[config.mk]
export PLATFORM = sky130hd
export DESIGN_NAME = tt_bounce_sprite_engine
export DESIGN_NICKNAME = d
export VERILOG_FILES = /design/src/rtl/tt_bounce_sprite_engine.sv
export SDC_FILE = /design/constraint.sdc
export NUM_CORES = 1
export LEC_CHECK = 0
export BUFFER_PORTS_ARGS = -buffer_cell sky130_fd_sc_hd__buf_2
export CORE_UTILIZATION = 30
export CTS_BUF_LIST = sky130_fd_sc_hd__clkbuf_4
export CTS_CLUSTER_SIZE = 12
export DETAILED_ROUTE_END_ITERATION = 7
export GPL_TIMING_DRIVEN = 1
export PLACE_DENSITY_LB_ADDON = 0.25
export SLEW_MARGIN = 0
export SYNTH_ARGS = -nofsm -noshare
export SYNTH_HDL_FRONTEND = slang
export SYNTH_SLANG_ARGS = --single-unit
[constraint.sdc]
create_clock -name clk -period 5.9 [get_ports clk]
set_clock_uncertainty 0.05 [all_clocks]
set_input_delay 0 -clock clk [delete_from_list [all_inputs] [get_ports clk]]
set_output_delay 0 -clock clk [all_outputs]
set_load 0.01 [all_outputs]
[src/rtl/tt_bounce_sprite_engine.sv]
// tt_bounce_sprite_engine: per-frame bounce motion of N square sprites plus a registered per-pixel topmost-sprite hit test
module tt_bounce_sprite_engine #(
    parameter int N_SPRITES       = 4,
    parameter int SPRITE_SIZE     = 128,
    parameter int DISPLAY_WIDTH   = 640,
    parameter int DISPLAY_HEIGHT  = 480,
    parameter int STEP_W          = 3,
    localparam int ID_W           = N_SPRITES > 1 ? $clog2(N_SPRITES) : 1,
    localparam int REL_W          = $clog2(SPRITE_SIZE)
) (
    input  logic              clk,
    input  logic              rst_n,
    input  logic [9:0]        pix_x,
    input  logic [9:0]        pix_y,
    input  logic              frame_tick,
    input  logic              pause,
    input  logic [STEP_W-1:0] speed,
    output logic              hit,
    output logic [ID_W-1:0]   hit_id,
    output logic [REL_W-1:0]  rel_x,
    output logic [REL_W-1:0]  rel_y,
    output logic [2:0]        color_idx,
    output logic              corner_pulse,
    output logic              busy
);
    localparam logic [10:0] MAX_X = 11'(DISPLAY_WIDTH - SPRITE_SIZE);
    localparam logic [10:0] MAX_Y = 11'(DISPLAY_HEIGHT - SPRITE_SIZE);

    if (N_SPRITES < 1 || N_SPRITES > 8 || SPRITE_SIZE < 16 || SPRITE_SIZE > 128 ||
        (SPRITE_SIZE & (SPRITE_SIZE - 1)) != 0 ||
        16 + 64 * (N_SPRITES - 1) > DISPLAY_WIDTH - SPRITE_SIZE ||
        16 + 32 * (N_SPRITES - 1) > DISPLAY_HEIGHT - SPRITE_SIZE) begin : g_bad_params
        $error("tt_bounce_sprite_engine: parameters out of range or reset layout off-screen");
    end

    typedef enum logic {IDLE, UPD} state_t;
    typedef struct packed {
        logic        b;
        logic        d;
        logic [10:0] p;
    } axis_t;

    // One axis step: move toward the current wall, clamp and reverse when the step would reach it
    function automatic axis_t move(input logic [10:0] p, input logic d, input logic [10:0] s,
                                   input logic [10:0] lim);
        logic [10:0] sum;
        sum = p + s;
        return s == '0 ? {1'b0, d, p} :
               d ? (sum >= lim ? {1'b1, 1'b0, lim} : {1'b0, 1'b1, sum}) :
                   (p <= s ? {1'b1, 1'b1, 11'd0} : {1'b0, 1'b0, p - s});
    endfunction

    state_t              state;
    logic [ID_W-1:0]     idx;
    logic [STEP_W-1:0]   step_r;
    logic [10:0]         left [N_SPRITES];
    logic [10:0]         top  [N_SPRITES];
    logic [2:0]          col  [N_SPRITES];
    logic [N_SPRITES-1:0] dir_x, dir_y;
    axis_t               ax, ay;

    assign ax   = move(left[idx], dir_x[idx], 11'(step_r), MAX_X);
    assign ay   = move(top[idx], dir_y[idx], 11'(step_r), MAX_Y);
    assign busy = state == UPD;

    always_ff @(posedge clk) begin
        if (!rst_n) begin
            state        <= IDLE;
            idx          <= '0;
            step_r       <= '0;
            corner_pulse <= 1'b0;
            for (int i = 0; i < N_SPRITES; i++) begin
                left[i]  <= 11'(16 + 64 * i);
                top[i]   <= 11'(16 + 32 * i);
                dir_x[i] <= i % 2 == 0;
                dir_y[i] <= (i / 2) % 2 == 1;
                col[i]   <= 3'(i);
            end
        end else begin
            corner_pulse <= 1'b0;
            if (state == IDLE) begin
                if (frame_tick && !pause) begin
                    state  <= UPD;
                    idx    <= '0;
                    step_r <= speed;
                end
            end else begin
                left[idx]    <= ax.p;
                dir_x[idx]   <= ax.d;
                top[idx]     <= ay.p;
                dir_y[idx]   <= ay.d;
                col[idx]     <= col[idx] + {2'b00, ax.b | ay.b};
                corner_pulse <= ax.b & ay.b;
                idx          <= idx + 1'b1;
                if (idx == ID_W'(N_SPRITES - 1))
                    state <= IDLE;
            end
        end
    end

    // Unsigned 11-bit offsets: pixels left of / above a sprite wrap to large values and miss
    logic [10:0]          dx [N_SPRITES];
    logic [10:0]          dy [N_SPRITES];
    logic [N_SPRITES-1:0] cov;

    for (genvar g = 0; g < N_SPRITES; g++) begin : g_cov
        assign dx[g]  = {1'b0, pix_x} - left[g];
        assign dy[g]  = {1'b0, pix_y} - top[g];
        assign cov[g] = dx[g] < 11'(SPRITE_SIZE) && dy[g] < 11'(SPRITE_SIZE);
    end

    logic             hit_c;
    logic [ID_W-1:0]  id_c;
    logic [REL_W-1:0] rx_c, ry_c;
    logic [2:0]       col_c;

    // Walk from the highest index down so the lowest covering index is written last and wins
    always_comb begin
        hit_c = 1'b0;
        id_c  = '0;
        rx_c  = '0;
        ry_c  = '0;
        col_c = '0;
        for (int i = N_SPRITES - 1; i >= 0; i--) begin
            if (cov[i]) begin
                hit_c = 1'b1;
                id_c  = ID_W'(i);
                rx_c  = dx[i][REL_W-1:0];
                ry_c  = dy[i][REL_W-1:0];
                col_c = col[i];
            end
        end
    end

    always_ff @(posedge clk) begin
        if (!rst_n) begin
            hit       <= 1'b0;
            hit_id    <= '0;
            rel_x     <= '0;
            rel_y     <= '0;
            color_idx <= '0;
        end else begin
            hit       <= hit_c;
            hit_id    <= id_c;
            rel_x     <= rx_c;
            rel_y     <= ry_c;
            color_idx <= col_c;
        end
    end
endmodule

==> results.py, run 1 <==
metrics = {
    "cts": {
        "cts_resized": 0,
        "htreeDepth": 4,
        "clkSinkCount": 137,
        "cts_setup_buffers": 0,
        "tritoncts": "yes",
        "clk_pin_slew_ns": 0.14,
        "clk_latency_ns": 0.57,
        "clk_path_buf_depth": 2,
        "cts.root.buffer_cell": "clkbuf_4",
        "cts_hold_buf": 22,
        "numCtsBuffers": 17,
    },
    "critical_path": {
        "slowest_stage": "dfxtp_2",
        "cp-end-kind": "flip-flop",
        "crit_path_max_fanout": 16,
        "cpPeakStageDelay_ns": 0.74,
        "cp_top_family": "compound AO/OA/AOI/OAI gates",
        "arrival_ns": 5.25,
        "crit_top_cell": "ha_1",
        "cp_data_required_time_ns": 6.28,
        "path_class": "flip-flop to flip-flop",
        "worst-path-buf-inv": 0,
        "crit_chain": "mux4_2 -> ha_1 -> fa_1 -> nor2b_1 -> o2111a_1 -> a31o_2 -> o211ai_1 -> nand2_1 -> a21oi_1 -> ha_1 -> ha_1 -> xor2_1 -> nand2_1 -> nor2_1",
        "crit_path_start_kind": "flip-flop",
    },
    "global_route": {
        "grt_pass1_wl_um": 56640,
        "overflow": 0,
        "grt_max_degree": 41,
        "grt_pass1_vias": 9546,
        "grtUsageTotal_pct": 19.37,
        "antenna_found_initial": 1,
    },
    "placed_design": {
        "place_congestion": 0.9091,
        "dpl-instance-area_mm2": 0.01223,
        "io_buffer_count": 48,
        "dpl.hpwl_um": 28690,
    },
    "die": {
        "start_util_pct": 30.81,
        "core_mm2": 0.03696,
        "placementRows": 70,
        "die_height_um": 196.8,
        "io_pins": 49,
        "chipWidth_um": 196.8,
        "dieArea_mm2": 0.03874,
    },
    "synth": {
        "synth-seq-cells": 137,
        "synth_area_per_cell_um2": 8.939,
        "ys_async_sr_fraction_pct": 0,
        "syn_area_mm2": 0.01139,
        "yosysWarnings": 0,
        "yosys.area_share.simple_pct": 19.86,
        "synth_fa_ha_area_share_pct": 12.88,
        "synthMuxAreaShare_pct": 6.043,
        "synthCells": 1274,
        "synth_xor_area_share_pct": 2.999,
        "synth-compound-area-share_pct": 19.82,
        "synth_edf_count": 100,
        "synth_flop_cell": "edfxtp_1",
        "synthesis.nets": 1411,
        "synth_top_family_by_area": "simple AND/OR/NAND/NOR gates",
        "synth_cell_type_count": 81,
        "ys_seq_area_share_pct": 32.87,
    },
    "final_layout": {
        "fin_area_mm2": 0.01276,
        "nets": 1479,
        "syn2layout_area_growth_pct": 12.03,
        "drive_gt1_share_pct": 10.92,
    },
    "power_and_ir_drop": {
        "p_leak_nw": 4.971,
        "ir_drop_uv": 92.83,
        "pwr-share-clk_pct": 27.8,
        "power_frac_seq_pct": 43.7,
        "p_int_mw": 1.643,
        "sw_frac_of_total_pct": 35.17,
        "power_mw": 2.533,
        "pwr-share-comb_pct": 28.4,
        "power_density_mw_per_mm2": 198.6,
        "p_sw_mw": 0.8909,
    },
    "sta": {
        "hold_viol_final": 0,
        "post-route-period-util_pct": 82.51,
        "slew_headroom_pct": 33.01,
        "tightest_slew_ns": 0.9972,
        "rsz0062_at_grt": "no",
        "finalSetupViolCount": 0,
        "drv_slew": 0,
        "fmax_ghz": 0.2054,
        "fin_crit_ns": 4.868,
        "setup_tns_ns": 0,
    },
    "drt": {
        "final_antenna_net_count": 0,
        "totalWireLength_um": 37520,
        "vias": 10130,
        "firstDrtPassIters": 6,
        "drtIter0Drc": 827,
        "viasPerCell": 5.447,
        "drc": 0,
        "wl_per_cell_um": 20.17,
    },
    "run_status": {
        "outcome": "complete, no violations",
    },
    "hold_path": {
        "hp-class": "primary input to flip-flop",
    },
    "run": {
        "maxCapViolations": 0,
    },
}
stage by stage:
stage	hold slack [ns]	setup slack, ns	util [%]	std cells
global placement	0.2112	1.147	33.09	1805
detailed placement	0.2124	1.090	33.09	1805
CTS	0.005785	1.035	34.51	1859
floorplan	0.08605	1.578	-	1274
finish	0.05434	1.032	34.52	1860
global route	0.07560	0.6495	34.52	1860
kinds of logic after synthesis:
logic type,Yosys count
fa+ha+maj,110
mux,36
simple gates,465
flops,137
xor+xnor,39
buf+inv,158
compound gates,329
worst reg2reg max path, delay by kind of cell (launching register included):
| family | cells | cell delay [ns] |
|---|---|---|
| fa+ha+maj | 4 | 0.99 |
| xor+xnor | 1 | 0.13 |
| simple gates | 4 | 0.71 |
| flops | 1 | 0.74 |
| compound gates | 4 | 1.46 |
| mux | 1 | 0.64 |
cells in the final DEF, fill, tap and decap left out, drive strengths merged, types with 12 or more instances in the layout:
| cell | n |
|---|---|
| fa | 12 |
| o22ai | 14 |
| nor4 | 16 |
| a21o | 14 |
| o21ai | 60 |
| clkbuf | 18 |
| mux4 | 26 |
| dfxtp | 37 |
| nor2 | 163 |
| nor2b | 28 |
| nand2b | 25 |
| o211ai | 13 |
| inv | 121 |
| a211oi | 12 |
| o21a | 26 |
| nand2 | 95 |
| nand3 | 21 |
| xnor2 | 29 |
| and2 | 19 |
| dlygate4sd3 | 22 |
| a21oi | 81 |
| nor3 | 42 |
| edfxtp | 100 |
| buf | 68 |
| ha | 98 |
sequential cells by signal, summed over array words and instances, names as in the netlist, named ones only:
| signal | count |
|---|---|
| corner_pulse | 1 |
| hit | 1 |
| dir_y | 4 |
| idx | 2 |
| top | 44 |
| hit_id | 2 |
| col | 12 |
| dir_x | 4 |
| color_idx | 3 |
| rel_y | 7 |
| rel_x | 7 |
| busy | 1 |
| step_r | 3 |
| left | 44 |
power by group through the flow:
stage | Sequential, mW | Clock [mW] | Combinational (mW)
4_1_cts | 1.11 | 0.718 | 0.714
6_report | 1.11 | 0.705 | 0.720
3_5_place_dp | 1.13 | 0 | 0.697
2_1_floorplan | 1.10 | 0 | 0.512
3_3_place_gp | 1.13 | 0 | 0.694
5_1_grt | 1.11 | 0.749 | 0.789
layout make-up:
cell class              instances  area [µm²]
multi-input cells             979        7025
diodes                          1       2.502
clock buffers                  18       135.1
inverters                     117       439.2
flip-flops and latches        137        3745
well taps                     504       630.6
fillers                      3856       24200
clock inverters                14       170.2
repair buffers                 90       610.6
worst paths after layout:
| check | slack, ns | to | start | depth (start not counted) |
|---|---|---|---|---|
| worst max register to register | 1.03 | col[0][2]$_SDFFCE_PN0P_ | flip-flop | 14 |
| worst min-delay path | 0.05 | rel_y[1]$_SDFF_PN0_ | pix_y[1] | 4 |
| worst min register to register | 0.45 | dir_x[2]$_SDFFE_PN1P_ | dir_x[2]$_SDFFE_PN1P_ | 2 |
| worst max-delay path | 1.03 | col[0][2]$_SDFFCE_PN0P_ | flip-flop | 14 |
layer usage:
metal	up-vias	track usage (%)	routed length [µm]
met2	323	30.81	16940
met3	32	2.995	2169
met1	4936	27.27	17750
met5	-	0	0
met4	0	4.967	667
li1	4840	-	-
Yosys cell counts (all sizes together) (7+ instances only):
master	count	area, µm²
and2	19	118.9
nor2	163	614.3
ha	98	1226
nand4	8	50.05
or3	10	62.56
edfxtp	100	3003
o211ai	13	97.59
a311oi	8	70.07
mux2i	8	80.08
o21ai	60	304.0
nand2	95	356.6
nor2b	28	175.2
nor4	16	115.1
dfxtp	37	740.7
o21a	26	195.2
clkbuf	27	101.4
nor3	42	221.5
xor2	10	87.58
buf	14	88.84
mux4	26	585.6
a211oi	12	90.09
nand2b	25	156.4
inv	117	439.2
a21oi	81	409.1
a221o	8	80.08
xnor2	29	254.0
o22ai	14	87.58
o2111ai	7	61.31
a31oi	8	50.05
fa	12	240.2
nand3	21	105.1
o31ai	8	65.06
a21o	14	105.1
No activity file was read; power rests on OpenSTA's default activity.
==> run 2: changes to the inputs <==
==> constraint.sdc (replaced) <==
create_clock -name clk -period 4.8 [get_ports clk]
set_clock_uncertainty 0.05 [all_clocks]
set_input_delay 0 -clock clk [delete_from_list [all_inputs] [get_ports clk]]
set_output_delay 0 -clock clk [all_outputs]
set_load 0.01 [all_outputs]
==> results.py, run 2 (same netlist as run 1, synthesis figures left out) <==
metrics = {
    "run_status": {
        "outcome": "complete, no violations",
    },
    "sta": {
        "fmax_ghz": 0.2277,
        "post-route-period-util_pct": 91.48,
        "slew_headroom_pct": 36.33,
        "drv_slew": 0,
        "tightest_slew_ns": 0.9477,
        "rsz0062_at_grt": "no",
        "fin_crit_ns": 4.391,
        "hold_viol_final": 0,
        "setup_tns_ns": 0,
        "finalSetupViolCount": 0,
    },
    "critical_path": {
        "crit_path_start_kind": "flip-flop",
        "path_class": "flip-flop to flip-flop",
        "cp-end-kind": "flip-flop",
        "cp_data_required_time_ns": 5.23,
        "arrival_ns": 4.83,
        "crit_path_max_fanout": 13,
    },
    "drt": {
        "viasPerCell": 5.384,
        "vias": 10090,
        "wl_per_cell_um": 19.66,
        "drc": 0,
        "firstDrtPassIters": 7,
        "totalWireLength_um": 36850,
        "final_antenna_net_count": 0,
        "drtIter0Drc": 846,
    },
    "power_and_ir_drop": {
        "sw_frac_of_total_pct": 35.23,
        "pwr-share-comb_pct": 28.4,
        "power_frac_seq_pct": 43.0,
        "p_int_mw": 2.045,
        "p_sw_mw": 1.112,
        "ir_drop_uv": 133.5,
        "power_density_mw_per_mm2": 244.8,
        "p_leak_nw": 5.064,
        "pwr-share-clk_pct": 28.6,
    },
    "cts": {
        "clk_latency_ns": 0.59,
        "clkSinkCount": 137,
        "tritoncts": "yes",
        "clk_pin_slew_ns": 0.14,
        "cts.root.buffer_cell": "clkbuf_4",
        "htreeDepth": 4,
        "numCtsBuffers": 17,
        "cts_resized": 0,
        "clk_path_buf_depth": 2,
    },
    "global_route": {
        "overflow": 0,
        "grt_pass1_wl_um": 55830,
        "grt_max_degree": 26,
        "grt_pass1_vias": 9523,
        "grtUsageTotal_pct": 19.07,
        "antenna_found_initial": 1,
    },
    "die": {
        "core_mm2": 0.03696,
        "start_util_pct": 30.81,
        "chipWidth_um": 196.8,
        "die_height_um": 196.8,
        "io_pins": 49,
        "placementRows": 70,
        "dieArea_mm2": 0.03874,
    },
    "final_layout": {
        "nets": 1493,
        "reg.largest.list": "left: 44 flops, top: 44 flops, col: 12 flops",
        "final_common_cell": "nor2_1",
        "mostFrequentLayoutCells": "nor2_1, inv_1, edfxtp_1",
        "syn2layout_area_growth_pct": 13.23,
        "finalNonFillerCells": 1874,
        "drive_gt1_share_pct": 11.83,
    },
    "placed_design": {
        "io_buffer_count": 48,
        "place_congestion": 0.9099,
        "dpl.hpwl_um": 28650,
        "dp.cells": 1817,
    },
    "run": {
        "maxCapViolations": 0,
    },
    "hold_path": {
        "hp-class": "primary input to flip-flop",
    },
}
[run 2: changes by cell type in the layout (fill, tap and decap cells not counted), sizes merged]
cell / previous run / this run
buf: 68 / 80
inv: 121 / 127
clkinv: 5 / 2
clkinvlp: 2 / 0
dlygate4sd3: 22 / 24
clkbuf: 18 / 17
[run 2: area by class of cell]
| class | instances | area (µm²) |
|---|---|---|
| Antenna cell | 1 | 2.502 |
| Clock buffer | 17 | 127.6 |
| Clock inverter | 15 | 203.9 |
| Fill cell | 3886 | 24070 |
| Inverter | 117 | 439.2 |
| Multi-Input combinational cell | 979 | 7025 |
| Sequential cell | 137 | 3745 |
| Tap cell | 504 | 630.6 |
| Timing Repair Buffer | 104 | 720.7 |
[run 2: path summary, 6_finish.rpt]
kind / from / end / slack [ns] / depth (start not counted)
min reg2reg: dir_y[2]$_SDFFE_PN1P_ / dir_y[2]$_SDFFE_PN1P_ / 0.45 / 2
max: left[3][0]$_DFFE_PP_ / rel_x[1]$_SDFF_PN0_ / 0.41 / 12
max reg2reg: left[3][0]$_DFFE_PP_ / rel_x[1]$_SDFF_PN0_ / 0.41 / 12
min: pix_y[1] / rel_y[1]$_SDFF_PN0_ / 0.06 / 4
[run 2: what timing repair did]
item,CTS,global route
buffers inserted,0,0
hold endpoints to repair,25,0
hold buffers,24,0
[run 2: power by group through the flow]
stage | Clock [mW] | Combinational (mW) | Sequential (mW)
floorplan | 0 | 0.629 | 1.36
global route | 0.962 | 0.985 | 1.36
CTS | 0.918 | 0.893 | 1.35
finish | 0.903 | 0.898 | 1.36
global placement | 0 | 0.868 | 1.38
detailed placement | 0 | 0.870 | 1.38
[run 2: per-layer routing]
layer | global-route usage (%) | vias to the layer above | wire length [µm]
met5 | 0 | - | 0
met4 | 4.421 | 0 | 582
met3 | 4.227 | 33 | 2465
met2 | 30.90 | 325 | 16900
met1 | 25.77 | 4858 | 16900
li1 | - | 4874 | -
[run 2: stage by stage]
| step | hold slack, ns | setup slack [ns] | util, % | total power, mW | instance area [µm²] |
|---|---|---|---|---|---|
| 6_report | 0.06131 | 0.4092 | 34.89 | 3.157 | 12890 |
| 3_5_place_dp | 0.1985 | 0.4622 | 33.33 | 2.252 | 12320 |
| 4_1_cts | 0.007116 | 0.4197 | 34.88 | 3.166 | 12890 |
| 2_1_floorplan | 0.08605 | 0.4782 | - | 1.985 | 11390 |
| 3_3_place_gp | 0.2068 | 0.5330 | 33.33 | 2.248 | 12320 |
| 5_1_grt | 0.05363 | 0.08765 | 34.89 | 3.309 | 12890 |
[run 2: worst max-delay path, cell delays in order (launching register included)]
cell,delay (ns)
edfxtp_1,0.43
ha_1,0.20
inv_1,0.06
fa_1,0.43
a211oi_1,0.32
o21ai_0,0.21
a221o_1,0.32
a2111oi_0,0.49
nand4_1,0.21
or2_1,0.48
nor2_1,0.62
a221oi_1,0.18
o32ai_1,0.30
